File: src/rtl/gf180mcu_fd_sc_mcu9t5v0__clkdiv_drv_pkg.sv
// Shared definitions for the programmable glitch-free clock divider driving buf_4.
// Holds the FSM encoding, reset ratio and the period-boundary helper.
package gf180mcu_fd_sc_mcu9t5v0__clkdiv_drv_pkg;

  localparam int W_DEF       = 4;
  localparam int DIV_RST_DEF = 1;

  typedef enum logic [1:0] {
    ST_IDLE     = 2'b00,
    ST_RUN      = 2'b01,
    ST_STOPPING = 2'b10
  } state_e;

  // {z_q, z_d} pattern marking a period boundary (Z rising edge)
  localparam logic [1:0] Z_RISE = 2'b01;

  function automatic logic is_boundary(input logic z_now, input logic z_next);
    return ({z_now, z_next} == Z_RISE);
  endfunction

endpackage

File: src/rtl/gf180mcu_fd_sc_mcu9t5v0__clkdiv_drv_if.sv
// Control/status bundle of the clock divider: run request, ratio load and outputs.
// The slave side is the divider; the master side is whoever programs it.
interface gf180mcu_fd_sc_mcu9t5v0__clkdiv_drv_if
  import gf180mcu_fd_sc_mcu9t5v0__clkdiv_drv_pkg::*;
#(
  parameter int W = W_DEF
);

  logic         EN;
  logic [W-1:0] DIV;
  logic         LD;
  logic         LD_ACK;
  logic         ACTIVE;
  logic         Z;

  modport master (
    output EN,
    output DIV,
    output LD,
    input  LD_ACK,
    input  ACTIVE,
    input  Z
  );

  modport slave (
    input  EN,
    input  DIV,
    input  LD,
    output LD_ACK,
    output ACTIVE,
    output Z
  );

endinterface

File: src/rtl/gf180mcu_fd_sc_mcu9t5v0__clkdiv_cnt.sv
// Phase counter of the clock divider: counts up, flags equality with the active
// ratio field and clears synchronously; the match-clear keeps it from wrapping.
module gf180mcu_fd_sc_mcu9t5v0__clkdiv_cnt
  import gf180mcu_fd_sc_mcu9t5v0__clkdiv_drv_pkg::*;
#(
  parameter int W = W_DEF
) (
  input  logic         clk,
  input  logic         rst_n,
  input  logic         clr,
  input  logic         inc,
  input  logic [W-1:0] div,
  output logic         match
);

  logic [W-1:0] cnt_q;
  logic [W-1:0] cnt_d;

  always_comb begin
    cnt_d = cnt_q;
    if (clr) begin
      cnt_d = '0;
    end else if (inc) begin
      cnt_d = cnt_q + W'(1);
    end
  end

  always_ff @(posedge clk or negedge rst_n) begin
    if (!rst_n) begin
      cnt_q <= '0;
    end else begin
      cnt_q <= cnt_d;
    end
  end

  assign match = (cnt_q == div);

endmodule

File: src/rtl/gf180mcu_fd_sc_mcu9t5v0__clkdiv_drv.sv
// Programmable 50%-duty clock divider with clean stop; Z is a flop output feeding buf_4.
// Ratio loads are deferred to period boundaries (or applied at once while idle).
module gf180mcu_fd_sc_mcu9t5v0__clkdiv_drv
  import gf180mcu_fd_sc_mcu9t5v0__clkdiv_drv_pkg::*;
#(
  parameter int           W       = W_DEF,
  parameter logic [W-1:0] DIV_RST = W'(DIV_RST_DEF)
) (
  input  logic                                        CLK,
  input  logic                                        RN,
  gf180mcu_fd_sc_mcu9t5v0__clkdiv_drv_if.slave        dif
);

  state_e       state_q, state_d;
  logic         z_q, z_d;
  logic         active_q, active_d;
  logic         ld_ack_q, ld_ack_d;
  logic [W-1:0] div_q, div_d;
  logic [W-1:0] pend_q, pend_d;
  logic         pend_v_q, pend_v_d;
  logic         cnt_clr;
  logic         cnt_inc;
  logic         match;
  logic         apply;

  gf180mcu_fd_sc_mcu9t5v0__clkdiv_cnt #(.W(W)) u_cnt (
    .clk   (CLK),
    .rst_n (RN),
    .clr   (cnt_clr),
    .inc   (cnt_inc),
    .div   (div_q),
    .match (match)
  );

  always_comb begin
    state_d  = state_q;
    z_d      = z_q;
    cnt_clr  = 1'b0;
    cnt_inc  = (state_q != ST_IDLE);
    unique case (state_q)
      ST_IDLE: begin
        cnt_clr = 1'b1;
        if (dif.EN) begin
          state_d = ST_RUN;
          z_d     = 1'b1;
        end
      end
      ST_RUN: begin
        if (!dif.EN && !z_q) begin
          state_d = ST_IDLE;
          cnt_clr = 1'b1;
        end else if (!dif.EN) begin
          // High phase already ending on this edge: finish it and go straight to idle
          if (match) begin
            z_d     = 1'b0;
            state_d = ST_IDLE;
            cnt_clr = 1'b1;
          end else begin
            state_d = ST_STOPPING;
          end
        end else if (match) begin
          z_d     = ~z_q;
          cnt_clr = 1'b1;
        end
      end
      ST_STOPPING: begin
        if (match) begin
          z_d     = 1'b0;
          state_d = ST_IDLE;
          cnt_clr = 1'b1;
        end
      end
      default: begin
        state_d = ST_IDLE;
        z_d     = 1'b0;
        cnt_clr = 1'b1;
      end
    endcase
  end

  always_comb begin
    div_d    = div_q;
    pend_d   = pend_q;
    pend_v_d = pend_v_q;
    ld_ack_d = 1'b0;
    apply    = (state_q == ST_IDLE) || is_boundary(z_q, z_d);
    if (apply) begin
      // A strobe landing on the apply edge wins over any older pending value
      if (dif.LD) begin
        div_d    = dif.DIV;
        pend_v_d = 1'b0;
        ld_ack_d = 1'b1;
      end else if (pend_v_q) begin
        div_d    = pend_q;
        pend_v_d = 1'b0;
        ld_ack_d = 1'b1;
      end
    end else if (dif.LD) begin
      pend_d   = dif.DIV;
      pend_v_d = 1'b1;
    end
    active_d = (state_d != ST_IDLE);
  end

  always_ff @(posedge CLK or negedge RN) begin
    if (!RN) begin
      state_q  <= ST_IDLE;
      z_q      <= 1'b0;
      active_q <= 1'b0;
      ld_ack_q <= 1'b0;
      div_q    <= DIV_RST;
      pend_q   <= '0;
      pend_v_q <= 1'b0;
    end else begin
      state_q  <= state_d;
      z_q      <= z_d;
      active_q <= active_d;
      ld_ack_q <= ld_ack_d;
      div_q    <= div_d;
      pend_q   <= pend_d;
      pend_v_q <= pend_v_d;
    end
  end

  assign dif.Z      = z_q;
  assign dif.ACTIVE = active_q;
  assign dif.LD_ACK = ld_ack_q;

endmodule

File: src/flat_wrapper.sv
// flat-port wrapper written by rule: the top's interface ports become plain ports
module gf180mcu_fd_sc_mcu9t5v0__clkdiv_drv_flat import gf180mcu_fd_sc_mcu9t5v0__clkdiv_drv_pkg::*;
#(
  parameter int           W       = W_DEF,
  parameter logic [W-1:0] DIV_RST = W'(DIV_RST_DEF)
)
  (CLK, RN, dif_EN, dif_DIV, dif_LD, dif_LD_ACK, dif_ACTIVE, dif_Z);
  gf180mcu_fd_sc_mcu9t5v0__clkdiv_drv_if #(.W(W)) dif_i ();
  input  logic CLK;
  input  logic RN;
  input wire logic [$bits(dif_i.EN)-1:0] dif_EN;
  input wire logic [$bits(dif_i.DIV)-1:0] dif_DIV;
  input wire logic [$bits(dif_i.LD)-1:0] dif_LD;
  output wire logic [$bits(dif_i.LD_ACK)-1:0] dif_LD_ACK;
  output wire logic [$bits(dif_i.ACTIVE)-1:0] dif_ACTIVE;
  output wire logic [$bits(dif_i.Z)-1:0] dif_Z;
  assign dif_i.EN = dif_EN;
  assign dif_i.DIV = dif_DIV;
  assign dif_i.LD = dif_LD;
  assign dif_LD_ACK = dif_i.LD_ACK;
  assign dif_ACTIVE = dif_i.ACTIVE;
  assign dif_Z = dif_i.Z;
  gf180mcu_fd_sc_mcu9t5v0__clkdiv_drv #(.W(W), .DIV_RST(DIV_RST)) u_core (.CLK(CLK), .RN(RN), .dif(dif_i));
endmodule
File: config.mk
export PLATFORM = sky130hd
export DESIGN_NAME = gf180mcu_fd_sc_mcu9t5v0__clkdiv_drv_flat
export DESIGN_NICKNAME = d
export VERILOG_FILES = /design/src/rtl/gf180mcu_fd_sc_mcu9t5v0__clkdiv_drv_pkg.sv /design/src/rtl/gf180mcu_fd_sc_mcu9t5v0__clkdiv_drv_if.sv /design/src/rtl/gf180mcu_fd_sc_mcu9t5v0__clkdiv_cnt.sv /design/src/rtl/gf180mcu_fd_sc_mcu9t5v0__clkdiv_drv.sv /design/src/flat_wrapper.sv
export SDC_FILE = /design/constraint.sdc
export NUM_CORES = 1
export LEC_CHECK = 0
export BUFFER_PORTS_ARGS = -buffer_cell sky130_fd_sc_hd__buf_2
export CAP_MARGIN = 20
export CORE_MARGIN = 3
export CORE_UTILIZATION = 47
export DETAILED_ROUTE_END_ITERATION = 12
export PLACE_DENSITY = 0.71
export SLEW_MARGIN = 25
export SYNTH_ARGS = -nofsm -noshare
export SYNTH_HDL_FRONTEND = slang
export SYNTH_HIERARCHICAL = 1
export SYNTH_SLANG_ARGS = --single-unit
File: constraint.sdc
create_clock -name CLK -period 2.79 [get_ports CLK]
set_input_delay 0.1395 -clock CLK [delete_from_list [all_inputs] [get_ports CLK]]
set_output_delay 0.1395 -clock CLK [all_outputs]
set_load 0.02 [all_outputs]
==> results.sh, run 1 <==
export IMPL_status="finished clean"
export IMPL_ys_warnings_count=6
export IMPL_ys_ff_latch=18
export IMPL_max_slew_margin=0.714
export IMPL_switchingPower_uw=455
export IMPL_combPwrFrac=0.469
export IMPL_syn_instance_count=87
export IMPL_worstRegToRegCells=8
export IMPL_finalSetupViolations=0
export IMPL_maxCapViolations=0
export IMPL_dr_pass1_iters=4
export IMPL_area_growth_syn_to_layout_pct=11.6
export IMPL_netSwitchingFraction=0.404
export IMPL_via_per_inst=5.41
export IMPL_powerDensity_mw_per_mm2=1040
export IMPL_synth_most_common_cell="dfrtp_1"
export IMPL_track_usage=0.158
export IMPL_synth_area_sq_um=975
export IMPL_grt_max_degree=19
export IMPL_io_buffers=10
export IMPL_yosys_top_cells_count="dfrtp_1, nor2_1, a21oi_1"
export IMPL_drt_initial_drc_count=10
export IMPL_worstReg2RegEnd="u_core/pend_q[3]"
export IMPL_required_ns=2.97
export IMPL_vdd_drop_max_mv=0.597
export IMPL_design_core_area_sq_mm=0.00184
export IMPL_cts_tree="built"
export IMPL_placed_cell_area_sq_mm=0.00105
export IMPL_antenna_found_initial=0
export IMPL_synth_async_reset_ratio=1.00
export IMPL_p_int_uw=672
export IMPL_avgSynthCellArea_sq_um=11.2
export IMPL_seq_area_frac_synth=0.463
export IMPL_min_path_type="input port to flop"
export IMPL_worstPathArrival_ns=2.78
export IMPL_clk_path_buf_depth=2
export IMPL_routabilityCongestion=0.846
export IMPL_postRouteWirelength_um=1720
export IMPL_crit_fanout=4
export IMPL_grt_first_pass_wirelength_um=3060
export IMPL_critPathCaptureType="flop"
export IMPL_drive_above_1_share=0.248
export IMPL_wl_per_cell_um=13.6
export IMPL_finalCritPeriodShare=0.930
export IMPL_start_kind="flop"
export IMPL_place_hpwl_um=1260
export IMPL_synth_edf_count=0
export IMPL_die_height_um=51.5
export IMPL_crit_path_cell_trace="xor2_1 > nor4_1 > inv_1 > ha_1 > nand3b_2 > a211oi_2 > nor3b_2 > mux2_2"
export IMPL_htreeDepth=1
export IMPL_crit_type="flop to flop"
export IMPL_regToRegSetupSlack_ns=0.19
export IMPL_fin_tns_setup_ns=0
export IMPL_fin_crit_ns=2.60
export IMPL_stdcell_area_sq_mm=0.00109
export IMPL_fp_dieArea_sq_mm=0.00266
export IMPL_grt_pass1_vias=688
export IMPL_initial_core_util=0.530
export IMPL_synth_distinct_cells=32
export IMPL_insertedDiodeCount=0
export IMPL_ant_nets=0
export IMPL_root_buffer="clkbuf_4"
export IMPL_synthTopCellsByArea="dfrtp_1, ha_1, mux2i_1"
export IMPL_insertion_delay_ns=0.29
export IMPL_vias=682
export IMPL_cts_setup_buffers=0
export IMPL_die_width_um=51.5
export IMPL_drcViolationCount=0
export IMPL_synth_top_area_frac=0.436
export IMPL_drv_slew=0
export IMPL_whs_path_depth=2
export IMPL_holdPathEnd="u_core/pend_q[2]"
export IMPL_final_setup_skew_ns=0.0107
export IMPL_final_util=0.591
export IMPL_p_seq_frac=0.411
export IMPL_cts_resized=0
export IMPL_worstMarginPinSlew_ns=0.430
export IMPL_rsz0062_at_grt="no"
export IMPL_syn_nets=101
export IMPL_pin_count=11
export IMPL_synth_area_leader_cell="dfrtp_1"
export IMPL_cts_sinks=18
export IMPL_max_freq_mhz=385
export IMPL_overflow=0
export IMPL_clockPowerShare=0.120
export IMPL_cts_made_buffers=3
export IMPL_clkTransAtPathRegs_ns=0.11
export IMPL_slowest_delay_ns=0.44
export IMPL_worstReg2RegStart="u_core/u_cnt/cnt_q[0]"
export IMPL_worstHoldStart="dif_DIV[2]"
export IMPL_hold_violations=0
export IMPL_synthFlopType="dfrtp_1"
export IMPL_num_nets_final=116
export IMPL_total_leakage_power_uw=0.000506
export IMPL_crit_slowest_cell="dfrtp_1"
export IMPL_rows=15
[metal layers]
metal	track usage	share of wire	vias to the layer above
met1	0.193	0.46	331
met3	0.0659	0.051	2
met5	0	0	-
met4	0.0480	0.0070	0
met2	0.254	0.48	12
li1	-	-	337
[critical path, delay by kind of cell (launching register included)]
family | cells | cell delay (ns)
compound gates | 1 | 0.10
xor+xnor | 1 | 0.18
fa+ha+maj | 1 | 0.31
buf+inv | 1 | 0.16
flops | 1 | 0.44
mux | 1 | 0.38
simple gates | 3 | 0.92
[metrics by stage]
step / hold WS (ns) / power (uW) / setup WS (ns) / instances
2_1_floorplan: -0.156 / 870 / 0.520 / 87
3_3_place_gp: 0.0894 / 982 / 0.373 / 121
3_5_place_dp: 0.0894 / 996 / 0.219 / 121
4_1_cts: 0.0747 / 1140 / 0.190 / 126
5_1_grt: 0.0830 / 1230 / 0.0183 / 126
6_report: 0.0845 / 1130 / 0.194 / 126
[cells by family (layout without fill, tap and decap cells)]
logic type                 Yosys count  count (layout)  synth area share
AOI/OAI and AO/OA                   18              18             0.148
xor gates and xnor gates             5               5            0.0449
adders and majority gates            6               6            0.0770
buffers and inverters                5              19            0.0205
DFF                                 18              18             0.463
muxes                               10              10             0.113
and+or+nand+nor                     25              25             0.134
[flip-flops by register name, summed over array words and instances (netlist names)]
| name | cells |
|---|---|
| u_core/dif.LD_ACK | 1 |
| u_core/pend_v_q | 1 |
| u_core/pend_q | 4 |
| u_core/state_q | 2 |
| u_core/dif.Z | 1 |
| u_core/u_cnt/cnt_q | 4 |
| u_core/div_q | 4 |
| u_core/dif.ACTIVE | 1 |
[worst max path at each step]
stage / from / end
after global routing: u_core/u_cnt/cnt_q[1] / u_core/pend_q[1]
after CTS: u_core/u_cnt/cnt_q[0] / u_core/pend_q[3]
after global placement: u_core/div_q[0] / u_core/pend_q[3]
after floorplan: u_core/div_q[0] / u_core/pend_q[0]
after detailed placement: u_core/u_cnt/cnt_q[0] / u_core/pend_q[3]
final: u_core/u_cnt/cnt_q[0] / u_core/pend_q[3]
[cell type report]
class                   instances  area, sq um
fillers                       170          752
multi-input cells              64          503
flip-flops and latches         18          452
repair buffers                 11         60.1
well taps                      25         31.3
clock buffers                   4         26.3
inverters                       4         15.0
[placed cells by master (no fill, tap or decap), drive strengths merged, types with 2 or more instances in the layout]
cell type  synthesis  layout
a21oi              7       7
buf                1      10
clkbuf             0       4
dfrtp             17      17
ha                 6       6
inv                4       4
mux2               5       5
mux2i              5       5
nand2              5       5
nand3b             2       2
nor2              10      10
nor2b              2       2
o21ai              2       2
xor2               4       4
[power by group through the flow]
stage | clock (uW) | sequential (uW) | combinational, uW
global route | 152 | 479 | 596
floorplan | 0 | 478 | 392
finish | 135 | 463 | 529
global placement | 0 | 467 | 515
CTS | 144 | 463 | 534
detailed placement | 0 | 470 | 527
[timing repair]
item,CTS,global route
hold buffers,1,0
hold endpoints to repair,17,0
endpoints found under the setup margin,0,0
No activity file was read; power rests on OpenSTA's default activity.
==> inputs of run 2 (changes only) <==
Settings changed: ABC_AREA set to 1, CTS_CLUSTER_SIZE set to 10.
==> results.sh, run 2 <==
export IMPL_status="finished clean"
export IMPL_drcViolationCount=0
export IMPL_max_slew_margin=0.735
export IMPL_grt_pass1_vias=776
export IMPL_antenna_found_initial=0
export IMPL_clockPowerShare=0.115
export IMPL_synth_async_reset_ratio=1.00
export IMPL_cts_made_buffers=3
export IMPL_finalCritPeriodShare=0.762
export IMPL_synthTopCellsByArea="dfrtp_1, nand2_1, ha_1"
export IMPL_mostFrequentLayoutCells="nand2_1, inv_1, dfrtp_1"
export IMPL_place_hpwl_um=1380
export IMPL_required_ns=2.97
export IMPL_powerDensity_mw_per_mm2=1150
export IMPL_postRouteWirelength_um=1790
export IMPL_synth_most_common_cell="nand2_1"
export IMPL_synth_area_leader_cell="dfrtp_1"
export IMPL_wl_per_cell_um=10.1
export IMPL_clk_path_buf_depth=2
export IMPL_grt_util_met2=0.246
export IMPL_area_growth_syn_to_layout_pct=12.0
export IMPL_yosys_top_cells_count="nand2_1, inv_1, dfrtp_1"
export IMPL_track_usage=0.148
export IMPL_fin_tns_setup_ns=0
export IMPL_routabilityCongestion=0.715
export IMPL_netSwitchingFraction=0.463
export IMPL_finalSetupViolations=0
export IMPL_fin_crit_ns=2.13
export IMPL_stdcell_area_sq_mm=0.00117
export IMPL_pin_count=11
export IMPL_p_int_uw=720
export IMPL_dr_pass1_iters=4
export IMPL_gr_usage_met1=0.181
export IMPL_final_setup_skew_ns=0.00179
export IMPL_synthFlopType="dfrtp_1"
export IMPL_top_regs="u_core/div_q: 4 flops, u_core/pend_q: 4 flops, u_core/u_cnt/cnt_q: 4 flops"
export IMPL_fp_dieArea_sq_mm=0.00282
export IMPL_vdd_drop_max_mv=0.669
export IMPL_critPathCaptureType="flop"
export IMPL_switchingPower_uw=620
export IMPL_synth_top_area_frac=0.407
export IMPL_ant_nets=0
export IMPL_num_nets_final=164
export IMPL_final_util=0.573
export IMPL_overflow=0
export IMPL_total_leakage_power_uw=0.000659
export IMPL_min_path_type="input port to flop"
export IMPL_max_freq_mhz=470
export IMPL_grt_busiest_layer="met2"
export IMPL_rsz0062_at_grt="no"
export IMPL_mostFrequentLayoutCell="nand2_1"
export IMPL_initial_core_util=0.512
export IMPL_drt_initial_drc_count=6
export IMPL_synth_area_sq_mm=0.00104
export IMPL_syn_instance_count=135
export IMPL_io_buffers=10
export IMPL_combPwrFrac=0.547
export IMPL_worstMarginPinSlew_ns=0.397
export IMPL_synth_edf_count=0
export IMPL_p_seq_frac=0.338
export IMPL_drive_above_1_share=0.154
export IMPL_maxCapViolations=0
export IMPL_die_height_um=53.1
export IMPL_syn_nets=149
export IMPL_clkTransAtPathRegs_ns=0.10
export IMPL_hold_violations=0
export IMPL_ys_ff_latch=18
export IMPL_placed_cell_area_sq_mm=0.00112
export IMPL_grt_max_degree=19
export IMPL_insertedDiodeCount=0
export IMPL_grt_first_pass_wirelength_um=3020
export IMPL_design_core_area_sq_mm=0.00204
export IMPL_avgSynthCellArea_sq_um=7.74
export IMPL_pre_cts_slack_ns=0.680
export IMPL_root_buffer="clkbuf_4"
export IMPL_crit_type="flop to flop"
export IMPL_setup_ws_ns=0.664
export IMPL_htreeDepth=1
export IMPL_via_per_inst=4.77
export IMPL_synth_distinct_cells=18
export IMPL_cts_sinks=18
export IMPL_insertion_delay_ns=0.28
export IMPL_seq_area_frac_synth=0.432
export IMPL_drv_slew=0
export IMPL_grt_use_met3=0.0338
export IMPL_vias=839
export IMPL_die_width_um=53.1
export IMPL_worstPathArrival_ns=2.31
export IMPL_crit_fanout=6
export IMPL_start_kind="flop"
export IMPL_ys_warnings_count=6
export IMPL_cts_tree="built"
export IMPL_rows=16
[run 2: cell count changes after synthesis, moves of 4 or more]
cell,delta
xor2_1,-4
inv_1,+14
nand3_1,+8
mux2_2,-4
mux2i_1,-5
nand2_1,+43
[run 2: worst max-delay path, cell delays in order, from the launching register on]
cell     delay [ns]
dfstp_2        0.55
xnor2_1        0.11
nand2_1        0.06
nor2_1         0.17
inv_1          0.09
ha_1           0.28
nand2_1        0.07
inv_1          0.04
nor2_1         0.09
nand2_1        0.07
nand2_1        0.11
nand3_4        0.11
nand2_4        0.11
nand2_4        0.07
nand2_1        0.06
nand2_1        0.04
[run 2: worst paths after layout]
| path | startpoint | endpoint | slack [ns] | cells after the start |
|---|---|---|---|---|
| min in group asynchronous | RN | u_core/u_cnt/cnt_q[0] | 0.30 | 2 |
| worst max register to register | u_core/div_q[0] | u_core/div_q[1] | 0.66 | 15 |
| worst max-delay path | u_core/div_q[0] | u_core/div_q[1] | 0.66 | 15 |
| worst min register to register | u_core/div_q[0] | u_core/div_q[0] | 0.48 | 2 |
| max in group asynchronous | RN | u_core/div_q[0] | 2.17 | 2 |
| worst min-delay path | dif_DIV[3] | u_core/pend_q[3] | 0.12 | 3 |
[run 2: logic make-up (layout without fill, tap and decap cells)]
logic type | count (synthesis) | count (layout) | synth area share
DFF | 18 | 18 | 0.432
xor gates and xnor gates | 4 | 4 | 0.0335
adders and majority gates | 6 | 6 | 0.0719
AOI/OAI and AO/OA | 10 | 10 | 0.0503
buffers and inverters | 20 | 34 | 0.0730
and+or+nand+nor | 77 | 77 | 0.339
[run 2: power groups by stage]
stage	logic, uW	registers, uW	clock network, uW
floorplan	568	471	0
global placement	720	456	0
detailed placement	734	460	0
CTS	740	454	162
global route	843	469	172
finish	733	453	155
[run 2: what timing repair did]
item	CTS	global route
hold endpoints to repair	17	0
setup buffers	0	0
hold buffers	1	0
gates resized for setup	0	0
[run 2: final cells by class]
| class | count | area, sq um |
|---|---|---|
| repair buffers | 11 | 60.1 |
| flip-flops and latches | 18 | 452 |
| clock buffers | 4 | 36.3 |
| multi-input cells | 97 | 517 |
| inverters | 19 | 71.3 |
| fillers | 200 | 872 |
| well taps | 27 | 33.8 |
[run 2: per-layer routing]
metal,vias to the layer above,share of wire
li1,449,-
met1,370,0.48
met5,-,0
met2,18,0.46
met4,0,0.011
met3,2,0.052
[run 2: metrics by stage]
| stage | power (uW) | instances | hold slack [ns] |
|---|---|---|---|
| global route | 1480 | 176 | 0.110 |
| floorplan | 1040 | 135 | -0.156 |
| finish | 1340 | 176 | 0.116 |
| CTS | 1360 | 176 | 0.106 |
| global placement | 1180 | 171 | 0.0858 |
| detailed placement | 1190 | 171 | 0.0880 |
